--- config.mk ---
export PLATFORM = sky130hd
export DESIGN_NAME = imem_port_arbiter
export DESIGN_NICKNAME = d
export VERILOG_FILES = /design/src/rtl/imem_port_arbiter.sv
export SDC_FILE = /design/constraint.sdc
export NUM_CORES = 1
export LEC_CHECK = 0
export ABC_AREA = 1
export CORE_ASPECT_RATIO = 1.25
export CORE_UTILIZATION = 30
export DETAILED_ROUTE_END_ITERATION = 7
export PLACE_DENSITY_LB_ADDON = 0.25
export SYNTH_ARGS = -nofsm -noshare
export SYNTH_HDL_FRONTEND = slang
export SYNTH_SLANG_ARGS = --single-unit
--- constraint.sdc ---
create_clock -name clock -period 2.6 [get_ports clock]
set_clock_uncertainty 0.2 [all_clocks]
set_input_delay 0.52 -clock clock [delete_from_list [all_inputs] [get_ports clock]]
set_output_delay 0.52 -clock clock [all_outputs]
set_load 0.05 [all_outputs]
--- src/rtl/imem_port_arbiter.sv ---
// ---------------------------------------------------------------------------
// imem_port_arbiter
//  Shares one instruction-memory port between the fetch stage (read-only) and
//  a debug/loader port (read/write). Round-robin arbitration, address range and
//  alignment checks, registered single-cycle responses, and halt/resume control
//  that blocks fetch grants while the debug port owns memory.
//
// Ports
//  clock, reset                 rising-edge clock, synchronous active-high reset
//  fetch_req/addr               fetch request and absolute word address
//  fetch_gnt                    comb: fetch request accepted this cycle
//  fetch_rvalid/rdata/err       registered fetch response (cycle after grant)
//  dbg_req/we/addr/wdata        debug request (we=1 write)
//  dbg_gnt                      comb: debug request accepted this cycle
//  dbg_rvalid/rdata/err         registered debug response/ack
//  dbg_halt, dbg_resume         halt / resume request pulses
//  halted                       1 while in the HALTED state
//  mem_address/data_in/read_write  drive to instruction memory
//  mem_data_out                 combinational read data from instruction memory
// ---------------------------------------------------------------------------
module imem_port_arbiter #(
    parameter logic [31:0] BASE_ADDR = 32'h0100_0000,
    parameter logic [31:0] MEM_BYTES = 32'h0010_0000
) (
    input  logic        clock,
    input  logic        reset,

    input  logic        fetch_req,
    input  logic [31:0] fetch_addr,
    output logic        fetch_gnt,
    output logic        fetch_rvalid,
    output logic [31:0] fetch_rdata,
    output logic        fetch_err,

    input  logic        dbg_req,
    input  logic        dbg_we,
    input  logic [31:0] dbg_addr,
    input  logic [31:0] dbg_wdata,
    output logic        dbg_gnt,
    output logic        dbg_rvalid,
    output logic [31:0] dbg_rdata,
    output logic        dbg_err,

    input  logic        dbg_halt,
    input  logic        dbg_resume,
    output logic        halted,

    output logic [31:0] mem_address,
    output logic [31:0] mem_data_in,
    output logic        mem_read_write,
    input  logic [31:0] mem_data_out
);

    localparam int unsigned AW  = 32;
    localparam int unsigned DW  = 32;
    localparam int unsigned AW1 = AW + 1;

    // Offset of the last legal word; offsets are computed one bit wider so an
    // address below BASE_ADDR borrows into the top bit instead of wrapping.
    localparam logic [AW:0] LAST_OFF = {1'b0, MEM_BYTES} - AW1'(4);

    typedef enum logic {
        ST_RUN    = 1'b0,
        ST_HALTED = 1'b1
    } state_e;

    typedef enum logic {
        PORT_FETCH = 1'b0,
        PORT_DBG   = 1'b1
    } port_e;

    state_e state_q, state_d;
    port_e  rr_last_q, rr_last_d;

    logic          fetch_rvalid_q, fetch_rvalid_d;
    logic [DW-1:0] fetch_rdata_q,  fetch_rdata_d;
    logic          fetch_err_q,    fetch_err_d;
    logic          dbg_rvalid_q,   dbg_rvalid_d;
    logic [DW-1:0] dbg_rdata_q,    dbg_rdata_d;
    logic          dbg_err_q,      dbg_err_d;

    logic          fetch_elig;
    logic          dbg_elig;
    logic [AW-1:0] sel_addr;
    logic          sel_we;
    logic          sel_ok;

    // Word-aligned and inside [BASE_ADDR, BASE_ADDR + MEM_BYTES - 4].
    function automatic logic addr_in_range(input logic [AW-1:0] addr);
        logic [AW:0] off;
        off = {1'b0, addr} - {1'b0, BASE_ADDR};
        return (addr[1:0] == 2'b00) && !off[AW] && (off <= LAST_OFF);
    endfunction

    // State and round-robin pointer registers.
    always_ff @(posedge clock) begin
        if (reset) begin
            state_q   <= ST_RUN;
            rr_last_q <= PORT_DBG;
        end else begin
            state_q   <= state_d;
            rr_last_q <= rr_last_d;
        end
    end

    // Next state, arbitration, memory drive and response capture.
    always_comb begin
        state_d        = state_q;
        rr_last_d      = rr_last_q;
        fetch_gnt      = 1'b0;
        dbg_gnt        = 1'b0;
        sel_addr       = dbg_addr;
        sel_we         = 1'b0;
        sel_ok         = 1'b0;
        mem_address    = BASE_ADDR;
        mem_data_in    = '0;
        mem_read_write = 1'b0;
        fetch_rvalid_d = 1'b0;
        fetch_rdata_d  = '0;
        fetch_err_d    = 1'b0;
        dbg_rvalid_d   = 1'b0;
        dbg_rdata_d    = '0;
        dbg_err_d      = 1'b0;

        // Halt has priority over a simultaneous resume.
        case (state_q)
            ST_RUN: begin
                if (dbg_halt) begin
                    state_d = ST_HALTED;
                end
            end
            ST_HALTED: begin
                if (dbg_resume && !dbg_halt) begin
                    state_d = ST_RUN;
                end
            end
            default: state_d = ST_RUN;
        endcase

        // Grants use the current state; a collision goes to the port that did
        // not win last time.
        fetch_elig = fetch_req && (state_q == ST_RUN);
        dbg_elig   = dbg_req;
        if (fetch_elig && dbg_elig) begin
            fetch_gnt = (rr_last_q == PORT_DBG);
            dbg_gnt   = (rr_last_q == PORT_FETCH);
        end else begin
            fetch_gnt = fetch_elig;
            dbg_gnt   = dbg_elig;
        end

        if (fetch_gnt) begin
            rr_last_d = PORT_FETCH;
            sel_addr  = fetch_addr;
        end else if (dbg_gnt) begin
            rr_last_d = PORT_DBG;
            sel_addr  = dbg_addr;
            sel_we    = dbg_we;
        end

        // Writes are only allowed while the fetch stage is held off.
        sel_ok = (fetch_gnt || dbg_gnt) && addr_in_range(sel_addr)
                 && (!sel_we || (state_q == ST_HALTED));

        if (sel_ok) begin
            mem_address    = sel_addr;
            mem_read_write = sel_we;
            mem_data_in    = sel_we ? dbg_wdata : '0;
        end

        if (fetch_gnt) begin
            fetch_rvalid_d = 1'b1;
            fetch_err_d    = !sel_ok;
            fetch_rdata_d  = sel_ok ? mem_data_out : '0;
        end
        if (dbg_gnt) begin
            dbg_rvalid_d = 1'b1;
            dbg_err_d    = !sel_ok;
            dbg_rdata_d  = (sel_ok && !sel_we) ? mem_data_out : '0;
        end
    end

    // Response registers; reset drops any pending response.
    always_ff @(posedge clock) begin
        if (reset) begin
            fetch_rvalid_q <= 1'b0;
            fetch_rdata_q  <= '0;
            fetch_err_q    <= 1'b0;
            dbg_rvalid_q   <= 1'b0;
            dbg_rdata_q    <= '0;
            dbg_err_q      <= 1'b0;
        end else begin
            fetch_rvalid_q <= fetch_rvalid_d;
            fetch_rdata_q  <= fetch_rdata_d;
            fetch_err_q    <= fetch_err_d;
            dbg_rvalid_q   <= dbg_rvalid_d;
            dbg_rdata_q    <= dbg_rdata_d;
            dbg_err_q      <= dbg_err_d;
        end
    end

    assign fetch_rvalid = fetch_rvalid_q;
    assign fetch_rdata  = fetch_rdata_q;
    assign fetch_err    = fetch_err_q;
    assign dbg_rvalid   = dbg_rvalid_q;
    assign dbg_rdata    = dbg_rdata_q;
    assign dbg_err      = dbg_err_q;
    assign halted       = (state_q == ST_HALTED);

endmodule

==> impl_metrics.toml, run 1 <==
[power_and_ir_drop]
switchingPower_uw = 783.5
switching_share_pct = 26.12
power_density_nw_per_um2 = 355.8
power.share.clock_pct = 40.3
static_leak_nw = 3.700
peakVddDrop_mv = 0.3562
comb_power_share_pct = 23.6
pwr-share-seq_pct = 36.1
power_report.internal_total_mw = 2.217

[sta]
final_min_period_over_clock_period_pct = 129.1
slew_viol_final = 0
unrepaired_setup_endpoints_after_global_routing = "yes"
tightest_slew_ns = 0.5306
finalWorstSetupSlack_ns = -0.7556
report.final.hold_viol_count = 0
max_clock_freq_mhz = 298.0
worst_rel_slew_slack_pct = 64.51
period_minus_slack_ns = 3.356
finalSetupTns_ns = -38.87
setup_violations = 89

[clock_network]
deepest_level_of_the_cts_h_tree = 3
clkTransAtPathRegs_ns = 0.06
cts_made_buffers = 9
postCtsHoldBufs = 0
clock_sinks = 70
tritoncts = "built"
cts-root-to-sink-buffers = 2
cts.root.buffer_cell = "sky130_fd_sc_hd__clkbuf_16"
clock_latency_ns = 0.32

[yosys]
synthDistinctLibCells = 28
postSynthAreaPerCell_um2 = 7.275
synthAdderAreaFrac_pct = 0.7429
synth-compound-area-share_pct = 3.715
number_of_warnings_printed_during_yosys_synthesis = 0
mappedNetlistArea_um2 = 3368
share_of_synthesized_area_occupied_by_flip_flops_and_latches_pct = 41.60
synth-xor-area-share_pct = 0
yosys.area_share.simple_pct = 35.03
synth_async_sr_flop_share_pct = 0
synth_top_family_by_area = "simple AND/OR/NAND/NOR gates"
synth_enable_flop_cells = 0
syn_inst = 463
ys_dominant_reg_cell = "sky130_fd_sc_hd__dfxtp_1"
synth_seq_cells = 70
muxShareOfSynthArea_pct = 0

[finish]
flow.area_growth_from_synthesis_pct = 150.3
fin_nets = 936
layout.cells.most_common = "sky130_fd_sc_hd__clkdlybuf4s50_1"
count_of_antenna_diodes_in_the_layout = 0
postLayoutCoreUtil_pct = 78.27
layout-drive-gt1-share_pct = 38.85
top_library_cells_by_usage_in_the_layout_fill_and_taps_aside = "201 x sky130_fd_sc_hd__clkdlybuf4s50_1, 95 x sky130_fd_sc_hd__inv_1, 70 x sky130_fd_sc_hd__buf_12"

[die]
core_region_area_um2 = 10770
initial_core_util_pct = 31.27
die-width_um = 96.78
placement_rows = 42
design.die.area_um2 = 11660
chip_height_um = 120.5
ios = 271

[detailed_routing]
detail-route-antenna-nets = 0
drt-pass1-iter-count = 4
num_vias = 4084
route.detailed.drc = 0
via_per_inst = 4.368
routed_wl_mm = 13.75
initialDrtViolationCount = 55
detail_route.wl_per_cell_um = 14.71

[worst_setup_path]
path_class = "input port to output port"
cp_data_arrival_time_ns = 2.64
crit_path_end_kind = "output port"
worstSetupStartpointType = "input port"
worst_ep_required_time_ns = 1.88
crit_path_max_fanout = 7

[global_route]
use_met2_pct = 45.77
grt_start_max_net_pins = 19
grt.met3_usage_pct = 4.798
grt_first_pass_wirelength_mm = 21.26
globalRouteOverflowTotal = 0
grtUsageTotal_pct = 22.90
grt_pass1_vias = 4274
grt_busiest_layer = "met2"
number_of_antenna_violations_at_the_first_check_in_global_routing = 0
met1_usage_pct = 22.27

[placed_design]
place.port_buffers = 260
place.detailed.hpwl_mm = 10.28
finalWeightedCongestion = 0.7868

[status]
violations = "setup timing"
status = "finished, violations left"

[worst_hold_path]
min-delay-path-class = "register to register"

[flow_run]
drv.max_cap_violation_count = 0
kinds of logic (layout without fill, tap and decap cells):
kind of cell               after synthesis  count (layout)
DFF                                     70              70
adders and majority gates                2               2
and+or+nand+nor                        239             239
buffers and inverters                  129             460
AOI/OAI and AO/OA                       22              22
other                                    1              10
metrics by stage:
step                worst slack, ns  power [mW]  cells  cell area [µm²]  hold WS (ns)
finish                      -0.7556       3.000    935             8432        0.3299
global route                -0.8215       3.115    935             8432        0.3782
CTS                         -0.7229       2.992    933             8263        0.3316
detailed placement           -1.161       1.718    899             7493        0.3312
global placement             -1.080       1.706    899             7493        0.3210
floorplan                   -0.3762       1.390    472             3859        0.2902
sequential cells by signal (all words and copies together), names as in the netlist:
register	cells
rr_last_q	1
dbg_err	1
fetch_err	1
dbg_rvalid	1
fetch_rvalid	1
halted	1
dbg_rdata	32
fetch_rdata	32
final timing paths:
kind | cells past startpoint | slack [ns] | from | endpoint
setup / recovery | 17 | -0.76 | fetch_req | mem_address[11]
hold / removal | 2 | 0.33 | rr_last_q$_SDFFE_PP1P_ | rr_last_q$_SDFFE_PP1P_
setup reg to reg | 15 | -0.04 | halted$_SDFF_PP0_ | dbg_rdata[18]$_SDFF_PP0_
hold reg to reg | 2 | 0.33 | rr_last_q$_SDFFE_PP1P_ | rr_last_q$_SDFFE_PP1P_
power by group through the flow:
stage / Clock [mW] / Sequential, mW / Combinational, mW
final: 1.21 / 1.08 / 0.707
after global routing: 1.28 / 1.08 / 0.752
after CTS: 1.22 / 1.08 / 0.689
after detailed placement: 0 / 1.11 / 0.611
after global placement: 0 / 1.11 / 0.600
after floorplan: 0 / 1.12 / 0.268
worst max-delay path: stages:
cell and delay, ns:
sky130_fd_sc_hd__buf_6 0.08, sky130_fd_sc_hd__buf_6 0.10, sky130_fd_sc_hd__inv_8 0.03, sky130_fd_sc_hd__nor2_4 0.15, sky130_fd_sc_hd__nand2_8 0.11, sky130_fd_sc_hd__buf_12 0.15, sky130_fd_sc_hd__buf_16 0.13, sky130_fd_sc_hd__o21ai_4 0.16
sky130_fd_sc_hd__nand2_4 0.09, sky130_fd_sc_hd__nor2_4 0.11, sky130_fd_sc_hd__nand4_4 0.14, sky130_fd_sc_hd__nor2_8 0.13, sky130_fd_sc_hd__buf_6 0.12, sky130_fd_sc_hd__nand3_4 0.13, sky130_fd_sc_hd__buf_12 0.19, sky130_fd_sc_hd__a21oi_4 0.15
sky130_fd_sc_hd__buf_12 0.15
Yosys cell counts (2+ instances only):
master	count	area [µm²]
sky130_fd_sc_hd__nand2_2	3	18.77
sky130_fd_sc_hd__buf_2	2	10.01
sky130_fd_sc_hd__nand2_1	78	292.8
sky130_fd_sc_hd__nand4_4	3	63.81
sky130_fd_sc_hd__nor2_4	2	22.52
sky130_fd_sc_hd__nand3b_1	2	15.01
sky130_fd_sc_hd__a21oi_1	9	45.04
sky130_fd_sc_hd__ha_1	2	25.02
sky130_fd_sc_hd__inv_1	97	364.1
sky130_fd_sc_hd__dfxtp_1	70	1401
sky130_fd_sc_hd__inv_2	4	15.01
sky130_fd_sc_hd__buf_4	13	97.59
sky130_fd_sc_hd__o21ai_1	7	35.03
sky130_fd_sc_hd__nor2_2	48	300.3
sky130_fd_sc_hd__nor2_1	80	300.3
sky130_fd_sc_hd__o21ai_0	4	20.02
sky130_fd_sc_hd__nand4_1	4	25.02
sky130_fd_sc_hd__buf_6	13	146.4
sky130_fd_sc_hd__nand3_1	13	65.06
per-layer routing:
layer,routed length [µm],up-vias
met5,0,-
li1,-,1992
met2,7851,195
met1,4725,1874
met4,331,0
met3,842,23
layout make-up:
cell class	count	area (µm²)
clock buffer	10	239.0
clock inverter	5	58.81
fill	647	2341
inverter	101	389.1
multi-input combinational	273	2019
sequential	70	1406
tap	132	165.2
timing repair buffer	344	4154
timing repair:
item,4_1_cts,5_1_grt
cloned,6,2
endpoints found under the setup margin,121,119
pin swaps,28,11
gates resized for setup,65,42
setup buffers,15,2
(Power assumes the default switching activity.)
==> inputs of run 2 (changes only) <==
SLEW_MARGIN = 20   (was default)
==> results of run 2 <==
The final DEF is identical to that of run 1; final timing and power are the same.
